## config.mk

```make
export PLATFORM = sky130hd
export DESIGN_NAME = mul_div_unit
export DESIGN_NICKNAME = d
export VERILOG_FILES = /design/src/rtl/mul_div_unit.sv
export SDC_FILE = /design/constraint.sdc
export NUM_CORES = 1
export LEC_CHECK = 0
export ABC_CLOCK_PERIOD_IN_PS = 3400
export BUFFER_PORTS_ARGS = -buffer_cell sky130_fd_sc_hd__buf_2
export CAP_MARGIN = 30
export CORE_UTILIZATION = 45
export DETAILED_ROUTE_END_ITERATION = 8
export PLACE_DENSITY = 0.68
export SETUP_SLACK_MARGIN = 0.02
export SLEW_MARGIN = 20
export SYNTH_ARGS = -nofsm -noshare
export SYNTH_HDL_FRONTEND = slang
export SYNTH_SLANG_ARGS = --single-unit
```

## constraint.sdc

```tcl
create_clock -name CLK -period 3.4 [get_ports CLK]
set_clock_uncertainty 0.05 [all_clocks]
set_input_delay 0.17 -clock CLK [delete_from_list [all_inputs] [get_ports CLK]]
set_output_delay 0.17 -clock CLK [all_outputs]
set_load 0.05 [all_outputs]
```

## src/rtl/mul_div_unit.sv

```systemverilog
// Iterative MULT/MULTU/DIV/DIVU unit with architectural HI/LO registers.
// One result bit per cycle: launch, DATA_WIDTH iterations, then sign fix and commit.
module mul_div_unit #(
   parameter int DATA_WIDTH = 32
) (
   input  logic                  CLK,
   input  logic                  rst,
   input  logic                  start,
   input  logic [1:0]            op,
   input  logic [DATA_WIDTH-1:0] srcA,
   input  logic [DATA_WIDTH-1:0] srcB,
   input  logic                  wr_hi,
   input  logic                  wr_lo,
   input  logic [DATA_WIDTH-1:0] wd,
   output logic                  busy,
   output logic                  done,
   output logic [DATA_WIDTH-1:0] HI,
   output logic [DATA_WIDTH-1:0] LO
);

   localparam int W  = DATA_WIDTH;
   localparam int CW = (W > 1) ? $clog2(W) : 1;

   typedef enum logic [1:0] {S_IDLE, S_CALC, S_FIX} state_t;

   // Handshake: start is taken only while busy=0 (IDLE); done pulses for one
   // cycle when HI/LO hold the new result, and busy is already low then.
   state_t          state_q, state_d;
   logic [1:0]      op_q, op_d;
   logic [CW-1:0]   cnt_q, cnt_d;
   logic [W-1:0]    acc_hi_q, acc_hi_d;
   logic [W-1:0]    acc_lo_q, acc_lo_d;
   logic [W-1:0]    opb_q, opb_d;
   logic            neg_quo_q, neg_quo_d;
   logic            neg_rem_q, neg_rem_d;
   logic            div_zero_q, div_zero_d;
   logic [W-1:0]    hi_q, hi_d;
   logic [W-1:0]    lo_q, lo_d;
   logic            done_q, done_d;

   logic            is_signed;
   logic [W-1:0]    abs_a, abs_b;
   logic [W:0]      mul_sum;
   logic [W:0]      div_shift, div_diff;
   logic [2*W-1:0]  prod, prod_fix;
   logic [W-1:0]    quo_fix, rem_fix;

   always_comb begin
      state_d    = state_q;
      op_d       = op_q;
      cnt_d      = cnt_q;
      acc_hi_d   = acc_hi_q;
      acc_lo_d   = acc_lo_q;
      opb_d      = opb_q;
      neg_quo_d  = neg_quo_q;
      neg_rem_d  = neg_rem_q;
      div_zero_d = div_zero_q;
      hi_d       = hi_q;
      lo_d       = lo_q;
      done_d     = 1'b0;

      is_signed = ~op[0];
      abs_a     = (is_signed && srcA[W-1]) ? -srcA : srcA;
      abs_b     = (is_signed && srcB[W-1]) ? -srcB : srcB;

      // Multiply keeps {acc_hi, acc_lo} as partial product over the shifting multiplier.
      mul_sum   = {1'b0, acc_hi_q} + (acc_lo_q[0] ? {1'b0, opb_q} : {(W+1){1'b0}});
      // Divide keeps remainder in acc_hi and shifts dividend/quotient through acc_lo.
      div_shift = {acc_hi_q, acc_lo_q[W-1]};
      div_diff  = div_shift - {1'b0, opb_q};

      prod      = {acc_hi_q, acc_lo_q};
      prod_fix  = neg_quo_q ? -prod : prod;
      quo_fix   = neg_quo_q ? -acc_lo_q : acc_lo_q;
      rem_fix   = neg_rem_q ? -acc_hi_q : acc_hi_q;

      unique case (state_q)
         S_IDLE: begin
            if (wr_hi) hi_d = wd;
            if (wr_lo) lo_d = wd;
            if (start) begin
               op_d       = op;
               acc_hi_d   = '0;
               acc_lo_d   = abs_a;
               opb_d      = abs_b;
               neg_quo_d  = is_signed & (srcA[W-1] ^ srcB[W-1]);
               neg_rem_d  = is_signed & srcA[W-1];
               div_zero_d = (srcB == '0);
               cnt_d      = '0;
               state_d    = S_CALC;
            end
         end
         S_CALC: begin
            if (op_q[1]) begin
               if (!div_diff[W]) begin
                  acc_hi_d = div_diff[W-1:0];
                  acc_lo_d = {acc_lo_q[W-2:0], 1'b1};
               end else begin
                  acc_hi_d = div_shift[W-1:0];
                  acc_lo_d = {acc_lo_q[W-2:0], 1'b0};
               end
            end else begin
               acc_hi_d = mul_sum[W:1];
               acc_lo_d = {mul_sum[0], acc_lo_q[W-1:1]};
            end
            cnt_d = cnt_q + CW'(1);
            if (cnt_q == CW'(W-1)) state_d = S_FIX;
         end
         S_FIX: begin
            if (!op_q[1]) begin
               hi_d = prod_fix[2*W-1:W];
               lo_d = prod_fix[W-1:0];
            end else if (!div_zero_q) begin
               hi_d = rem_fix;
               lo_d = quo_fix;
            end
            done_d  = 1'b1;
            state_d = S_IDLE;
         end
         default: state_d = S_IDLE;
      endcase
   end

   always_ff @(posedge CLK) begin
      if (rst) begin
         state_q    <= S_IDLE;
         op_q       <= '0;
         cnt_q      <= '0;
         acc_hi_q   <= '0;
         acc_lo_q   <= '0;
         opb_q      <= '0;
         neg_quo_q  <= 1'b0;
         neg_rem_q  <= 1'b0;
         div_zero_q <= 1'b0;
         hi_q       <= '0;
         lo_q       <= '0;
         done_q     <= 1'b0;
      end else begin
         state_q    <= state_d;
         op_q       <= op_d;
         cnt_q      <= cnt_d;
         acc_hi_q   <= acc_hi_d;
         acc_lo_q   <= acc_lo_d;
         opb_q      <= opb_d;
         neg_quo_q  <= neg_quo_d;
         neg_rem_q  <= neg_rem_d;
         div_zero_q <= div_zero_d;
         hi_q       <= hi_d;
         lo_q       <= lo_d;
         done_q     <= done_d;
      end
   end

   assign busy = (state_q != S_IDLE);
   assign done = done_q;
   assign HI   = hi_q;
   assign LO   = lo_q;

endmodule
```

==> metrics.yaml, run 1 <==
worst_setup_path:
  critPathTopFamily: "compound AO/OA/AOI/OAI gates"
  critPathLaunchType: "flop"
  endpoint: "acc_hi_q[31]"
  crit_cells: 11
  r2r_cells: 11
  max_stage_delay_ns: 0.52
  r2r_setup_slack_ns: 0.11
  crit_slowest_cell: "o21ai_0"
  cp-end-kind: "flop"
  crit_path_start: "acc_hi_q[1]"
  path_cells: "ha_1 -> o21a_1 -> o31ai_1 -> buf_4 -> a311oi_1 -> o21ai_0 -> o21a_1 -> o21ai_0 -> a31oi_1 -> xnor2_1 -> o31a_1"
  worstPathArrival_ns: 3.59
  cp_max_fo: 7
  reg2reg_to: "acc_hi_q[31]"
  required_ns: 3.70
  reg2reg_from: "acc_hi_q[1]"
  crit_type: "flop to flop"
  crit_buf_inv: 1
final_layout:
  diodes: 0
  nets: 2231
  drive_gt1_frac: 0.186
  area_growth_pct: 19.8
  instances_no_fill: 2459
  finalInstanceArea_um2: 16600
place:
  dpl.cell_count: 2409
  portBuffers: 168
  placed_area_um2: 15600
  gp_congestion: 0.995
  hpwl_um: 37900
timing:
  tightest_slew_ns: 0.885
  finalSetupViolations: 0
  hold_viol_final: 0
  holdWs_ns: 0.00486
  slew_headroom: 0.410
  clock.fmax_ghz: 0.304
  fin_crit_sh: 0.968
  tns_ns: 0
  fin_crit_ns: 3.29
  drv_slew: 0
power:
  leakage_nw: 7.01
  power_mw: 6.45
  powerDensity_nw_per_um2: 389
  ir_worst_vdd_v: 0.000375
  p_comb_frac: 0.325
  seq_power_share: 0.356
  p_sw_mw: 2.53
  power.share.switching: 0.392
  clkPwrFrac: 0.319
  intPower_mw: 3.92
floorplanning:
  dieArea_um2: 31400
  initial_core_util: 0.462
  io_pins: 169
  rows: 63
  chipHeight_um: 177
  core_area_um2: 30000
  die_w_um: 177
grt:
  antenna_found_initial: 0
  gr-usage-met2: 0.468
  grt_util_met1: 0.443
  grt.met3_usage: 0.0456
  grt_max_degree: 70
  grt_use_total: 0.307
  grt_busiest_layer: "met2"
  grt_pass1_wl_um: 74900
  overflow: 0
  grt_pass1_vias: 13273
run_status:
  status: "finished, final reports clean"
cts:
  cts_max_level: 4
  numClockSinks: 172
  cts_tree: "yes"
  cts_max_path_buffers: 2
  clk_pin_slew_ns: 0.08
  clkLatencyLatePin_ns: 0.45
  clock-root-buffer: "clkbuf_16"
  cts_made_buffers: 17
hold_path:
  hold_start: "wd[1]"
  hold_path.class: "input port to flop"
synth:
  synth_edf_count: 0
  syn_area_um2: 13800
  ys_types: 77
  syn_avg_cell_area_um2: 7.44
  postSynthCellCount: 1858
  synth_warnings: 0
  synth_nets: 2033
  ys_ff_latch: 172
  synthFlopType: "dfxtp_1"
  synth_seq_area_share: 0.249
  synth-async-reset-ratio: 0
routing:
  firstDrtPassIters: 6
  vias_per_cell: 6.12
  routed_wl_um: 49600
  wl_per_cell_um: 20.2
  num_vias: 15041
  drt_iter0_markers: 1230
  drc: 0
  ant_nets: 0
run:
  maxCapViolCount: 0
-- synthesized netlist by cell type, types with 9 or more instances --
| cell | number | area share |
|---|---|---|
| xnor2_1 | 60 | 0.038 |
| dfxtp_1 | 172 | 0.25 |
| a311oi_1 | 16 | 0.010 |
| or3_1 | 25 | 0.011 |
| nand3_1 | 24 | 0.0087 |
| inv_1 | 60 | 0.016 |
| a22oi_1 | 15 | 0.0081 |
| nor4_1 | 13 | 0.0059 |
| o31ai_1 | 21 | 0.011 |
| nor3_1 | 32 | 0.012 |
| o31a_1 | 9 | 0.0057 |
| o21ai_0 | 104 | 0.038 |
| a21o_1 | 39 | 0.021 |
| nand2_1 | 156 | 0.042 |
| nor2b_1 | 11 | 0.0050 |
| a211oi_1 | 123 | 0.067 |
| a31oi_1 | 23 | 0.010 |
| mux2i_1 | 40 | 0.029 |
| nand2b_1 | 20 | 0.0090 |
| clkbuf_1 | 102 | 0.028 |
| and3_1 | 15 | 0.0068 |
| nor2_1 | 239 | 0.065 |
| or4_1 | 11 | 0.0060 |
| o21a_1 | 12 | 0.0065 |
| nand4_1 | 10 | 0.0045 |
| o41ai_1 | 20 | 0.013 |
| o211ai_1 | 15 | 0.0081 |
| a21oi_1 | 171 | 0.062 |
| ha_1 | 70 | 0.063 |
| buf_1 | 17 | 0.0046 |
| xor2_1 | 94 | 0.060 |
| and2_1 | 12 | 0.0054 |
-- cell usage in the layout, fill, tap and decap left out, types with 12 or more instances in the layout --
cell / synthesis / layout
nor3_1: 32 / 31
xor2_1: 94 / 94
o21ai_0: 104 / 101
inv_1: 60 / 59
a22oi_1: 15 / 15
nand2b_1: 20 / 19
o31ai_1: 21 / 21
a31oi_1: 23 / 21
clkbuf_16: 0 / 17
dfxtp_1: 172 / 165
a21o_1: 39 / 39
buf_4: 2 / 120
ha_1: 70 / 67
a311oi_1: 16 / 16
dlygate4sd3_1: 0 / 12
o211ai_1: 15 / 15
a21oi_1: 171 / 167
a211oi_1: 123 / 120
mux2i_1: 40 / 40
and3_1: 15 / 15
or3_1: 25 / 24
nand3_1: 24 / 24
buf_2: 2 / 167
o41ai_1: 20 / 20
nor2_1: 239 / 239
nand2_1: 156 / 155
xnor2_1: 60 / 60
-- cell families (layout without fill, tap and decap cells) --
group | Yosys count | in the layout | synth area share
AO/OA/AOI/OAI | 637 | 637 | 0.307
multiplexers | 41 | 41 | 0.0298
AND/OR/NAND/NOR | 596 | 596 | 0.198
buffers and inverters | 186 | 397 | 0.0524
flip-flops | 172 | 172 | 0.249
XOR/XNOR | 154 | 154 | 0.0975
adder cells (fa/ha/maj) | 72 | 72 | 0.0662
-- worst min path at each step --
stage | cells after the start | slack, ns | endpoint
finish | 3 | 0.005 | HI[1]
global route | 4 | 0.02 | opb_q[18]
CTS | 3 | 0.002 | opb_q[31]
detailed placement | 2 | 0.39 | HI[7]
global placement | 2 | 0.39 | HI[4]
floorplan | 2 | 0.26 | opb_q[0]
-- power by group through the flow --
| stage | Clock (mW) | Sequential [mW] | Combinational (mW) |
|---|---|---|---|
| CTS | 2.06 | 2.29 | 2.00 |
| finish | 2.06 | 2.29 | 2.10 |
| floorplan | 0 | 2.45 | 1.20 |
| detailed placement | 0 | 2.34 | 1.97 |
| global route | 2.13 | 2.31 | 2.26 |
| global placement | 0 | 2.33 | 1.95 |
-- cell type report --
| type | count | area, µm² |
|---|---|---|
| clock buffers | 17 | 425 |
| repair buffers | 305 | 1950 |
| multi-input cells | 1500 | 9860 |
| flip-flops and latches | 172 | 3450 |
| fillers | 2909 | 13400 |
| well taps | 390 | 488 |
| inverters | 60 | 225 |
| clock inverters | 15 | 170 |
-- state kept, by name, indices dropped and copies added, names as in the netlist --
| name | count |
|---|---|
| done | 1 |
| cnt_q | 5 |
| div_zero_q | 1 |
| opb_q | 32 |
| neg_quo_q | 1 |
| neg_rem_q | 1 |
| HI | 32 |
| op_q | 1 |
| state_q | 2 |
| acc_hi_q | 32 |
| LO | 32 |
| acc_lo_q | 32 |
-- repair_timing --
action / in CTS / in global routing
hold buffers: 12 / 0
setup endpoints to repair: 5 / 33
resized for setup: 4 / 40
gates cloned: 0 / 1
buffers inserted: 0 / 5
endpoints found under the hold margin: 12 / 0
pin swaps: 1 / 7
-- metrics by stage --
step,utilization,setup slack (ns)
6_report,0.553,0.110
5_1_grt,0.553,-0.0364
4_1_cts,0.546,0.0226
3_5_place_dp,0.521,0.0238
3_3_place_gp,0.521,0.0581
2_1_floorplan,-,0.0987
-- worst reg2reg max path, cell delays in order (launching register included) --
cell      delay, ns
dfxtp_1        0.49
ha_1           0.34
o21a_1         0.19
o31ai_1        0.08
buf_4          0.14
a311oi_1       0.31
o21ai_0        0.24
o21a_1         0.26
o21ai_0        0.52
a31oi_1        0.19
xnor2_1        0.17
o31a_1         0.23
-- layer usage --
| metal | up-vias | wire length, µm |
|---|---|---|
| met5 | - | 0 |
| met4 | 0 | 1110 |
| met3 | 69 | 4230 |
| met2 | 741 | 21400 |
| met1 | 7047 | 22900 |
| li1 | 7184 | - |
(Power assumes the default switching activity.)
==> inputs of run 2 (changes only) <==
- ABC_AREA: unset -> 1
- CORE_UTILIZATION: 45 -> 50
- PLACE_DENSITY: 0.68 -> 0.73
==> run 2 against run 1 <==
Effect of this change:
- critical path depth grew 5
- design area rose by 16%
- register-to-register slack gained 0.13 ns
- total power up 15%
- worst hold slack gained 0.0036 ns
- synthesized cell count grew 61%
- clock power decreased by 3%
==> metrics.yaml, run 2 <==
run_status:
  status: "finished, final reports clean"
timing:
  hold_viol_final: 0
  fin_crit_sh: 0.930
  rsz0062_at_grt: "false"
  clock.fmax_ghz: 0.316
  tns_ns: 0
  fin_ws_ns: 0.238
  holdWs_ns: 0.00842
  slew_headroom: 0.419
  fin_crit_ns: 3.16
  drv_slew: 0
  finalSetupViolations: 0
  tightest_slew_ns: 0.872
cts:
  cts_tree: "yes"
  clock-root-buffer: "clkbuf_16"
  cts_made_buffers: 17
  numClockSinks: 172
  cts_max_path_buffers: 2
  cts_max_level: 4
  post_cts_buffers: 0
  clkLatencyLatePin_ns: 0.47
  clk_pin_slew_ns: 0.07
power:
  power_mw: 7.40
  ir_worst_vdd_v: 0.000419
  powerDensity_nw_per_um2: 384
  leakage_nw: 9.47
synth:
  synth_area_leaders: "dfxtp_1, nand2_1, nand3_1, inv_1, a21oi_1"
  yosysMostFrequentCell: "nand2_1"
  synth_top_area_frac: 0.203
  synthFlopType: "dfxtp_1"
  synth_seq_area_share: 0.203
  netlist_top_cells_count: "nand2_1, inv_1, nand3_1, a21oi_1, o21ai_0"
  synth_nets: 3166
  syn_area_um2: 17000
  synth_top_area_cell: "dfxtp_1"
  postSynthCellCount: 2991
  synth-async-reset-ratio: 0
  ys_ff_latch: 172
  syn_avg_cell_area_um2: 5.68
  ys_types: 50
  synth_edf_count: 0
  synth_warnings: 0
floorplanning:
  die_w_um: 186
  core_area_um2: 33400
  chipHeight_um: 186
  initial_core_util: 0.508
  io_pins: 169
  dieArea_um2: 34700
  rows: 67
worst_setup_path:
  reg2reg_to: "acc_hi_q[31]"
  r2r_setup_slack_ns: 0.24
  critPathLaunchType: "flop"
  crit_type: "flop to flop"
  max_stage_delay_ns: 0.54
  reg2reg_from: "acc_hi_q[0]"
  cp_max_fo: 21
  cp-end-kind: "flop"
  cp_common_cell: "nand2_1"
  path_cells: "inv_1 -> fa_1 -> inv_1 -> nand2_1 -> nand2_1 -> nand3_1 -> nand2_2 -> nand2_2 -> nand2_4 -> nand2_4 -> nand3_4 -> nand2_8 -> nand3_2 -> nand3_1 -> nand2_1 -> a21oi_2"
  worstPathArrival_ns: 3.44
  r2r_cells: 16
  required_ns: 3.67
  crit_slowest_cell: "dfxtp_1"
grt:
  grt_pass1_wl_um: 108000
  antenna_found_initial: 2
  grt_pass1_vias: 18791
  grt_max_degree: 97
  overflow: 0
  grt_use_total: 0.395
final_layout:
  n_fill_cell: 3494
  area_growth_pct: 13.4
  diodes: 0
  drive_gt1_frac: 0.117
  nets: 3325
  mostFrequentLayoutCell: "nand2_1"
  layout_common_cells: "nand2_1, inv_1, nand3_1"
  seqCellArea_um2: 3450
  multiInputGateArea_um2: 11400
hold_path:
  hold_start: "wd[28]"
  hold_path.class: "input port to flop"
  whs_endpoint: "LO[28]"
  hold_depth: 3
routing:
  wl_per_cell_um: 19.4
  vias_per_cell: 5.85
  drt_iter0_markers: 2807
  drc: 0
  firstDrtPassIters: 6
  num_vias: 21116
  ant_nets: 0
  routed_wl_um: 70000
place:
  place_ws_ns: 0.271
  portBuffers: 168
  hpwl_um: 54500
  gp_congestion: 1.04
run:
  maxCapViolCount: 0
==> run 2: cell count changes in the layout (fill, tap and decap cells not counted), sizes merged, moves of 25 or more <==
cell	before	now
dlygate4sd3	12	43
mux2i	40	0
or3	25	0
xor2	94	25
a21oi	171	321
inv	68	451
nand2	156	765
xnor2	60	7
buf	293	217
o21ai	109	262
nand3	24	357
a21o	39	8
a211oi	123	2
==> run 2: metrics by stage <==
stage               instance area [µm²]   util  std cells
finish                            19300  0.576       3611
CTS                               19300  0.576       3611
floorplan                         17000      -       2991
detailed placement                18300  0.546       3536
global route                      19300  0.576       3611
global placement                  18300  0.546       3536
==> run 2: worst max path at each step <==
stage,startpoint,endpoint,slack (ns),cells after the start
floorplan,acc_lo_q[31],acc_hi_q[17],1.07,18
finish,acc_hi_q[0],acc_hi_q[31],0.24,16
CTS,acc_lo_q[31],acc_hi_q[31],0.25,17
global route,acc_lo_q[31],acc_hi_q[23],0.05,17
global placement,acc_hi_q[0],acc_hi_q[31],0.28,16
detailed placement,acc_lo_q[31],acc_hi_q[31],0.27,17
==> run 2: routing by layer <==
metal | GRT usage | part of all wire | up-vias
li1 | - | - | 10109
met1 | 0.574 | 0.44 | 9516
met2 | 0.565 | 0.40 | 1345
met3 | 0.0969 | 0.13 | 142
met4 | 0.122 | 0.030 | 4
met5 | 0 | 0.00049 | -
==> run 2: cells by family after synthesis <==
| kind of cell | share of synthesized area |
|---|---|
| buffers and inverters | 0.130 |
| AO/OA/AOI/OAI | 0.210 |
| adder cells (fa/ha/maj) | 0.0539 |
| flip-flops | 0.203 |
| XOR/XNOR | 0.0165 |
| AND/OR/NAND/NOR | 0.387 |
==> run 2: power by group <==
part	switching (mW)	total (mW)	internal [mW]	leakage, nW
Combinational	2.14	3.02	0.879	7.76
Clock	0.956	2.00	1.05	0.288
Sequential	0.198	2.38	2.18	1.42
Total	3.29	7.40	4.11	9.47
==> run 2: worst max-delay path, delay by kind of cell (launching register included) <==
kind	cells	cell delay [ns]
compound gates	1	0.05
simple gates	12	1.51
fa+ha+maj	1	0.50
buf+inv	2	0.34
flops	1	0.54
==> run 2: final cells by class <==
type	count	share of cell area
Sequential cell	172	0.179
Inverter	445	0.0867
Tap cell	448	0.0291
Timing Repair Buffer	260	0.0857
Multi-Input combinational cell	2254	0.590
Clock inverter	13	0.00662
Clock buffer	19	0.0230
==> run 2: timing repair <==
item                                    in CTS  in global routing
endpoints found under the setup margin       0                  2
hold buffers                                43                  0
gates resized for setup                      0                  1
endpoints found under the hold margin       65                  0
